[src/rtl/chess_timer_display.sv]
// N-player chess clock with a 4-digit multiplexed seven-segment display.
// Each player's MM:SS lives in its own lane. The top level owns the game FSM,
// the 1 s prescaler and the digit scan.

// Per-player BCD time store: setup adjust, restore and borrow countdown.
module chess_timer_lane #(
  parameter int INIT_MIN = 5
) (
  input  logic            clk,
  input  logic            reset,
  input  logic            load,
  input  logic            set_mode,
  input  logic            inc_min,
  input  logic            dec_min,
  input  logic            dec_sec,
  output logic [3:0][3:0] dig
);
  localparam logic [3:0] IT = 4'(INIT_MIN / 10);
  localparam logic [3:0] IO = 4'(INIT_MIN % 10);

  logic [3:0] mt, mo, st, so;

  // Digit order matches the scan slot: [3]=min_tens .. [0]=sec_ones.
  assign dig = {mt, mo, st, so};

  // Restore, setup adjust (seconds pinned to 00), or one-second borrow decrement.
  always_ff @(posedge clk or negedge reset) begin
    if (!reset) begin
      mt <= IT; mo <= IO; st <= 4'd0; so <= 4'd0;
    end else if (load) begin
      mt <= IT; mo <= IO; st <= 4'd0; so <= 4'd0;
    end else if (set_mode) begin
      st <= 4'd0;
      so <= 4'd0;
      if (inc_min && !(mt == 4'd9 && mo == 4'd9)) begin
        if (mo == 4'd9) begin mo <= 4'd0; mt <= mt + 4'd1; end
        else mo <= mo + 4'd1;
      end else if (dec_min && !(mt == 4'd0 && mo <= 4'd1)) begin
        if (mo == 4'd0) begin mo <= 4'd9; mt <= mt - 4'd1; end
        else mo <= mo - 4'd1;
      end
    end else if (dec_sec && {mt, mo, st, so} != 16'd0) begin
      if (so != 4'd0) so <= so - 4'd1;
      else begin
        so <= 4'd9;
        if (st != 4'd0) st <= st - 4'd1;
        else begin
          st <= 4'd5;
          if (mo != 4'd0) mo <= mo - 4'd1;
          else begin mo <= 4'd9; mt <= mt - 4'd1; end
        end
      end
    end
  end
endmodule

module chess_timer_display #(
  parameter int CLK_FREQ    = 100000000,
  parameter int REFRESH_DIV = 60000,
  parameter int NUM_PLAYERS = 2,
  parameter int INIT_MIN    = 5
) (
  input  logic                           clk,
  input  logic                           reset,
  input  logic                           enable,
  input  logic                           btn_c,
  input  logic                           btn_l,
  input  logic                           btn_u,
  input  logic                           btn_d,
  output logic [3:0]                     anode_active,
  output logic [6:0]                     segments,
  output logic                           decimal,
  output logic [$clog2(NUM_PLAYERS)-1:0] active_player,
  output logic                           timeout
);
  localparam int AW = $clog2(NUM_PLAYERS);
  localparam int PW = $clog2(CLK_FREQ);
  localparam int RW = $clog2(REFRESH_DIV);

  typedef enum logic [1:0] {S_SET, S_RUN, S_PAUSE, S_TMO} state_t;

  state_t                             state, st_nxt;
  logic [AW-1:0]                      act_nxt;
  logic [PW-1:0]                      presc;
  logic [RW-1:0]                      rcnt;
  logic [1:0]                         slot;
  logic                               tick, half, act_last, load, cnt_en;
  logic [NUM_PLAYERS-1:0]             dec_sec;
  logic [NUM_PLAYERS-1:0][3:0][3:0]   pdig;
  logic [3:0][3:0]                    adig;
  logic [3:0]                         digit;

  assign tick     = (state == S_RUN) && enable && (presc == PW'(CLK_FREQ - 1));
  assign half     = presc < PW'(CLK_FREQ / 2);
  assign cnt_en   = enable && (state == S_RUN || state == S_TMO);
  assign adig     = pdig[active_player];
  // 00:00 counts as last too, so a clock paused on the final tick still times out.
  assign act_last = (adig == 16'h0001) || (adig == 16'h0000);
  assign load     = (state == S_PAUSE && !btn_c && btn_u && btn_d) ||
                    (state == S_TMO && btn_c);

  // Next game state and player; btn_c outranks btn_l and the timeout check.
  always_comb begin
    st_nxt  = state;
    act_nxt = active_player;
    case (state)
      S_SET:   if (btn_c) st_nxt = S_RUN;
      S_RUN: begin
        if (btn_c)                 st_nxt = S_PAUSE;
        else if (tick && act_last) st_nxt = S_TMO;
        else if (btn_l)
          act_nxt = (active_player == AW'(NUM_PLAYERS - 1)) ? '0 : active_player + AW'(1);
      end
      S_PAUSE: begin
        if (btn_c) st_nxt = S_RUN;
        else if (btn_u && btn_d) begin st_nxt = S_SET; act_nxt = '0; end
      end
      S_TMO:   if (btn_c) begin st_nxt = S_SET; act_nxt = '0; end
      default: st_nxt = S_SET;
    endcase
  end

  // Only the active lane sees the tick; a same-cycle btn_l still hits the old player.
  always_comb begin
    dec_sec = '0;
    for (int i = 0; i < NUM_PLAYERS; i++)
      dec_sec[i] = tick && (active_player == AW'(i));
  end

  chess_timer_lane #(.INIT_MIN(INIT_MIN)) u_lane [NUM_PLAYERS-1:0] (
    .clk     (clk),
    .reset   (reset),
    .load    (load),
    .set_mode(state == S_SET),
    .inc_min (btn_u & ~btn_d),
    .dec_min (btn_d & ~btn_u),
    .dec_sec (dec_sec),
    .dig     (pdig)
  );

  // Game state, player index and registered timeout flag.
  always_ff @(posedge clk or negedge reset) begin
    if (!reset) begin
      state         <= S_SET;
      active_player <= '0;
      timeout       <= 1'b0;
    end else begin
      state         <= st_nxt;
      active_player <= act_nxt;
      timeout       <= (st_nxt == S_TMO);
    end
  end

  // 1 s prescaler; restarts whenever the state or the player changes.
  always_ff @(posedge clk or negedge reset) begin
    if (!reset) presc <= '0;
    else if (st_nxt != state || act_nxt != active_player) presc <= '0;
    else if (cnt_en) presc <= (presc == PW'(CLK_FREQ - 1)) ? '0 : presc + PW'(1);
  end

  // Free-running digit scan, independent of state and enable.
  always_ff @(posedge clk or negedge reset) begin
    if (!reset) begin
      rcnt <= '0;
      slot <= 2'd0;
    end else if (rcnt == RW'(REFRESH_DIV - 1)) begin
      rcnt <= '0;
      slot <= slot + 2'd1;
    end else begin
      rcnt <= rcnt + RW'(1);
    end
  end

  function automatic logic [6:0] seg7(input logic [3:0] d);
    case (d)
      4'd0: seg7 = 7'b1000000;
      4'd1: seg7 = 7'b1111001;
      4'd2: seg7 = 7'b0100100;
      4'd3: seg7 = 7'b0110000;
      4'd4: seg7 = 7'b0011001;
      4'd5: seg7 = 7'b0010010;
      4'd6: seg7 = 7'b0000010;
      4'd7: seg7 = 7'b1111000;
      4'd8: seg7 = 7'b0000000;
      4'd9: seg7 = 7'b0010000;
      default: seg7 = 7'b1111111;
    endcase
  endfunction

  // Digit select, decode, timeout blanking and decimal point.
  always_comb begin
    anode_active = ~(4'b0001 << slot);
    digit        = adig[slot];
    segments     = (state == S_TMO && !half) ? 7'b1111111 : seg7(digit);
    decimal      = !((slot == 2'd1) && (state == S_PAUSE || (state == S_RUN && half)));
  end
endmodule

[config.mk]
export PLATFORM = sky130hd
export DESIGN_NAME = chess_timer_display
export DESIGN_NICKNAME = d
export VERILOG_FILES = /design/src/rtl/chess_timer_display.sv
export SDC_FILE = /design/constraint.sdc
export NUM_CORES = 1
export LEC_CHECK = 0
export CAP_MARGIN = 10
export CELL_PAD_IN_SITES_DETAIL_PLACEMENT = 0
export CELL_PAD_IN_SITES_GLOBAL_PLACEMENT = 1
export CORE_MARGIN = 1
export CORE_UTILIZATION = 39
export DETAILED_ROUTE_END_ITERATION = 7
export DONT_BUFFER_PORTS = 1
export PLACE_DENSITY = 0.78
export RECOVER_POWER = 100
export REMOVE_ABC_BUFFERS = 1
export SETUP_SLACK_MARGIN = 0.2
export SYNTH_ARGS = -nofsm -noshare
export SYNTH_HDL_FRONTEND = slang
export SYNTH_HIERARCHICAL = 1
export SYNTH_SLANG_ARGS = --single-unit
[constraint.sdc]
create_clock -name clk -period 3.7 [get_ports clk]
set_clock_uncertainty 0.15 [all_clocks]
set_input_delay 0.74 -clock clk [delete_from_list [all_inputs] [get_ports clk]]
set_output_delay 0.74 -clock clk [all_outputs]
set_load 0.02 [all_outputs]
Word-level counts from Yosys, hierarchy flattened
Memory sizes are Yosys's and may differ from the RTL's.
Cells that the tools add are included.
W data, S select, Z words.

storage, ports and cells
  input port bits = 7
  latch bits = 0
  memories = 1
  logic and storage cells = 210
  output and inout port bits = 14
  memory bits (writable) = 0
  register bits = 81
  ROM bits = 112

cells by class
  eq/ne operators = 26
  bitwise operators = 6
  shift-type cells = 1
  reductions and logical operators = 59
  add/sub/neg operators = 16
  divide/modulo/power cells = 0
  multiply operators = 0
  muxes and demuxes = 82
  order comparisons = 5

memory list
  memory           words  bits a word  read ports  clocked after memory_dff  write ports  RTL line  text
  (no name shown)  16     7            1           0                         0            175       case (d)

operators with widths
  kind                     number
  $mux W4                  59
  $mux W27                 3
  $mux W16                 3
  $reduce_bool A16 Y1      2
  $sub A4 B1 Y4 const B    8
  $add A27 B1 Y27 const B  1
  $eq A27 B27 Y1 const B   1
  $lt A27 B26 Y1 const B   1
  $logic_and A1 B1 Y1      24
  $reduce_bool A4 Y1       6
  $add A16 B1 Y16 const B  1
  $add A4 B1 Y4 const B    4
  $eq A16 B1 Y1 const B    1
  $eq A16 B16 Y1 const B   1
  $eq A4 B4 Y1 const B     4
  $logic_not A16 Y1        1
  $logic_not A4 Y1         4
  $reduce_and A7 Y1        2
  $mux W2                  6
  $ne A4 B4 Y1 const B     3
  $ne A3 B2 Y1 const B     3
  $ne A3 B3 Y1 const B     3
  $bmux W4 S2              1
  $le A4 B1 Y1 const B     2
  25 further kinds         51

Depth between registers and ports, before layout
  word-level depth = 11
  gate-level depth with buffers = 12

Cells and area by module
Netlist, hierarchy kept.

by module, submodules not included
  module                         area an instance (um^2)  instances  cells each
  chess_timer_display            3296.9                   1          342
  chess_timer_lane at u_lane[0]  1233.7                   1          137
  chess_timer_lane at u_lane[1]  1162.4                   1          132

Worst setup path before layout
No wires, ideal clock.

  path kind = register -> register
  start = reg presc[12]
  end = reg u_lane[0].mt[3]
  arrival time = 3173 ps
  path buffers = 1
  required time = 3421 ps
  slack = 248 ps
  setup time = 129 ps
  cell stages (with the launch flop) = 11
  clock period less this slack = 3452 ps
  cells stage by stage = dfrtp_1 > or4b_4 > nor4_4 > nand4_4 > nor3_1 > nand2b_1 > clkbuf_1 > or4_4 > o21ba_1 > o41a_1 > a2111o_1

between the ends
  word-level cells in the longest chain between the ends = 6

ends and longest elaborated chain
  element                              RTL line  text
  start: declaration                   84        logic [PW-1:0] presc;
  start signal: assignment             158       else if (cnt_en) presc <= (presc == PW'(CLK_FREQ - 1)) ? '0 : presc + PW'(1);
  $eq A27 B27 Y1                       93        assign tick = (state == S_RUN) && enable && (presc == PW'(CLK_FREQ - 1));
  $logic_and A1 B1 Y1                  93
  $logic_and A1 B1 Y1                  127       dec_sec[i] = tick && (active_player == AW'(i));
  net dec_sec[0]                       88        logic [NUM_PLAYERS-1:0] dec_sec;
  $logic_and A1 B1 Y1                  42        end else if (dec_sec && {mt, mo, st, so} != 16'd0) begin
  $reduce_bool A3 Y1 (no source line)  -
  $reduce_and A7 Y1 (no source line)   -
  end signal: assignment               36        if (mo == 4'd9) begin mo <= 4'd0; mt <= mt + 4'd1; end
  end signal: assignment               39        if (mo == 4'd0) begin mo <= 4'd9; mt <= mt - 4'd1; end
  end signal: assignment               50        else begin mo <= 4'd9; mt <= mt - 4'd1; end
  end: declaration                     21        logic [3:0] mt, mo, st, so;

The timed path passes the listed nets, and every way through them passes these cells.
A chain may end at the register's enable or synchronous reset.

Worst setup path after layout
  start = reg slot[0]
  end = out segments[3]

between the ends
  word-level cells in the longest chain between the ends = 4

ends and longest elaborated chain
  element                        RTL line  text
  start: declaration             86        logic [1:0] slot;
  start signal: assignment       168       slot <= slot + 2'd1;
  $bmux W4 S2                    193       digit = adig[slot];
  $mux W4 (not written as such)  193
  $mem_v2 Z16 W7                 -
  $mux W7                        194       segments = (state == S_TMO && !half) ? 7'b1111111 : seg7(digit);
  end: declaration               71        output logic [6:0] segments,

Every way passes these cells. The select of a mux whose other input is x is not followed.

==> results.cfg <==
[clock_network]
clk_pin_slew_ns = 0.06
clock_path_buffers = 2
clkLatencyLatePin_ns = 0.35
tritoncts = yes
cts_made_buffers = 9
cts_sinks = 81
ctsRootBufferMaster = clkbuf_16
ctsHtreeMaxLevel = 3

[logic_synthesis]
async_flop_share = 1.00
synth.distinct_cells = 91
yosysSeqAreaShare = 0.357
syn_inst = 611
synth_area_mm2 = 0.00569
syn_area_per_cell_um2 = 9.32
yosysWarnings = 6
ys_ff_latch = 81
synth_edf_count = 0
ys.flop_type = dfrtp_1

[floorplanning]
start_util = 0.405
die_h_um = 123
die_w_um = 123
dieArea_mm2 = 0.0151
io_pins = 21
row_count = 43
coreArea_mm2 = 0.0140

[sta]
max_freq_ghz = 0.280
finalMaxSlewViolations = 78
timing_hold_violations_final = 0
setup_viol = 0
grt_setup_unrepaired = true
relSlewSlack = -0.318
final.period_utilization = 0.964
timing.final.crit_period_ns = 3.57
setup-tns-final_ns = 0
worst_pin_slew_ns = 1.98
holdWs_ns = 0.0850

[run_status]
violations = max-capacitance violations, max-slew violations
status = finished, violations left

[global_routing]
grt_pass1_vias = 4698
grt_max_degree = 78
overflow = 0
gr-usage-all-layers = 0.200
grt_first_pass_wirelength_um = 23400
grt_antenna_before_repair = 0

[cells_and_area]
antenna_cells = 0
fin_nets = 674
ff_latch_area_mm2 = 0.00203
drive_above_1_share = 0.177
mostFrequentLayoutCells = dfrtp_1, nor2_1, nand2_1, buf_4, inv_1
final_util = 0.465
area_growth_pct = 14.7
finalNonFillerCells = 825
final_common_cell = dfrtp_1
multi_input_area_mm2 = 0.00352
fillers = 1311

[routing]
drc = 0
ant_nets = 0
routed-via-count = 4730
wl_per_cell_um = 16.9
via_per_inst = 5.73
drt_iter0_markers = 299
drt_pass1_iterations = 5
wirelength_um = 14000

[placed_design]
io_buffers = 0
placedCellCount = 795
gp_congestion = 0.890
hpwlAfterDp_um = 9730

[pwr]
power.total_mw = 3.53
p_per_area_mw_per_mm2 = 540
p_comb_frac = 0.346
max-vdd-ir-drop_uv = 298
p_leak_nw = 2.74
p_switching_mw = 1.32
p_sw_frac = 0.374
internal_power_mw = 2.21
seqPwrFrac = 0.356
pwr-share-clk = 0.298

[worst_setup_path]
critical_path_required_ns = 2.81
startpoint_type = flip-flop
criticalPathCategory = flip-flop to primary output
r2r_setup_slack_ns = 0.23
cp_max_fo = 7
cp-startpoint = slot[0]$_DFFE_PN0N_
worst_setup_path_end_kind = primary output
rr_worst_depth = 9
arrival_ns = 2.68
rr_startpoint = presc[10]$_DFFE_PN0P_

[run]
drv_cap = 1

[worst_hold_path]
hold_class = input port to asynchronous set/reset pin
## metal layers
| metal | vias to the layer above | track usage | share of wire |
|---|---|---|---|
| met4 | 0 | 0.0648 | 0.020 |
| met3 | 17 | 0.0525 | 0.056 |
| met1 | 2314 | 0.252 | 0.45 |
| met5 | - | 0 | 0 |
| met2 | 122 | 0.330 | 0.47 |
| li1 | 2277 | - | - |
## Yosys cell counts, types with 3 or more instances
cell type  count  area [um^2]
nor3b_1        5         37.5
clkbuf_1      14         52.6
a31oi_1        5         31.3
inv_1         28          105
nand3b_1       4         30.0
mux4_2         3         67.6
dfstp_2        4          105
a311oi_1       3         26.3
a2bb2oi_1      3         26.3
mux4_1         5          131
or4_1          6         45.0
o31ai_1        8         60.1
nor2_1        72          270
and4_1         4         35.0
xnor2_1       24          210
nand2_1       46          173
nor3_1        22          110
nand2b_1       6         37.5
or3_1          4         25.0
buf_2          4         20.0
xor2_1        21          184
o21ai_0       19         95.1
nor2_2         8         50.1
nand4_1       18          113
a21oi_1       20          100
and3_1         6         37.5
dfrtp_1       77         1930
nand3_1       23          115
mux2i_1        8         80.1
or2_2          4         25.0
mux2_2         7         78.8
a211oi_1       5         37.5
ha_1          27          338
nor4_1        11         68.8
buf_6          3         33.8
o41ai_1        3         26.3
nor2b_1        8         50.1
and2_1         3         18.8
## state kept, by name, indices dropped and copies added (netlist names)
register       cells
presc             27
rcnt              16
u_lane/mo          8
u_lane/mt          8
u_lane/so          8
u_lane/st          8
slot               2
state              2
active_player      1
timeout            1
## critical path, cell delays in order, from the launching register on
cell and delay [ns]:
dfrtp_1 0.56, buf_4 0.19, mux4_2 0.55, mux2i_4 0.21, inv_1 0.13, ha_4 0.17, nor2_2 0.11, o211ai_2 0.10
a21boi_2 0.17, buf_6 0.13
## power groups by stage
stage / Clock (mW) / Sequential [mW] / Combinational, mW
3_5_place_dp: 0 / 1.26 / 1.21
3_3_place_gp: 0 / 1.25 / 1.18
4_1_cts: 1.07 / 1.25 / 1.24
6_report: 1.05 / 1.26 / 1.22
2_1_floorplan: 0 / 1.22 / 0.873
5_1_grt: 1.11 / 1.28 / 1.37
## metrics by stage
stage / area (um^2) / setup slack (ns)
after floorplan: 5570 / -0.510
after global placement: 6030 / 0.256
after detailed placement: 6030 / 0.198
after CTS: 6460 / 0.198
after global routing: 6530 / 0.0333
final: 6530 / 0.134
## kinds of logic (layout without fill, tap and decap cells)
| kind of cell | count (synthesis) | in the layout | synth area share |
|---|---|---|---|
| buf+inv | 52 | 85 | 0.0404 |
| xor+xnor | 45 | 45 | 0.0692 |
| compound gates | 105 | 105 | 0.137 |
| fa+ha+maj | 27 | 27 | 0.0593 |
| simple gates | 277 | 277 | 0.272 |
| mux | 24 | 25 | 0.0653 |
| flops | 81 | 81 | 0.357 |
## cell type report
cell class,instances,area share
inverters,28,0.0161
flip-flops and latches,81,0.311
clock buffers,9,0.0345
well taps,180,0.0345
clock inverters,7,0.0192
repair buffers,41,0.0460
multi-input cells,479,0.539
## final timing paths
kind / endpoint
hold reg to reg: rcnt[0]$_DFF_PN0_
hold / removal: u_lane[0]/mo[0]$_DFFE_PN1P_
min in group clk: state[0]$_DFF_PN0_
max in group asynchronous: u_lane[1]/mt[1]$_DFFE_PN0P_
setup / recovery: segments[3]
setup reg to reg: u_lane[0]/mt[3]$_DFFE_PN0P_
## what timing repair did
action | CTS | global route
hold buffers | 1 | 0
gates resized for setup | 6 | 20
setup buffers | 3 | 9
hold endpoints to repair | 77 | 0
cloned | 0 | 1
endpoints found under the setup margin | 8 | 20
pin swaps | 0 | 1
Power figures use the tool's default switching activity.
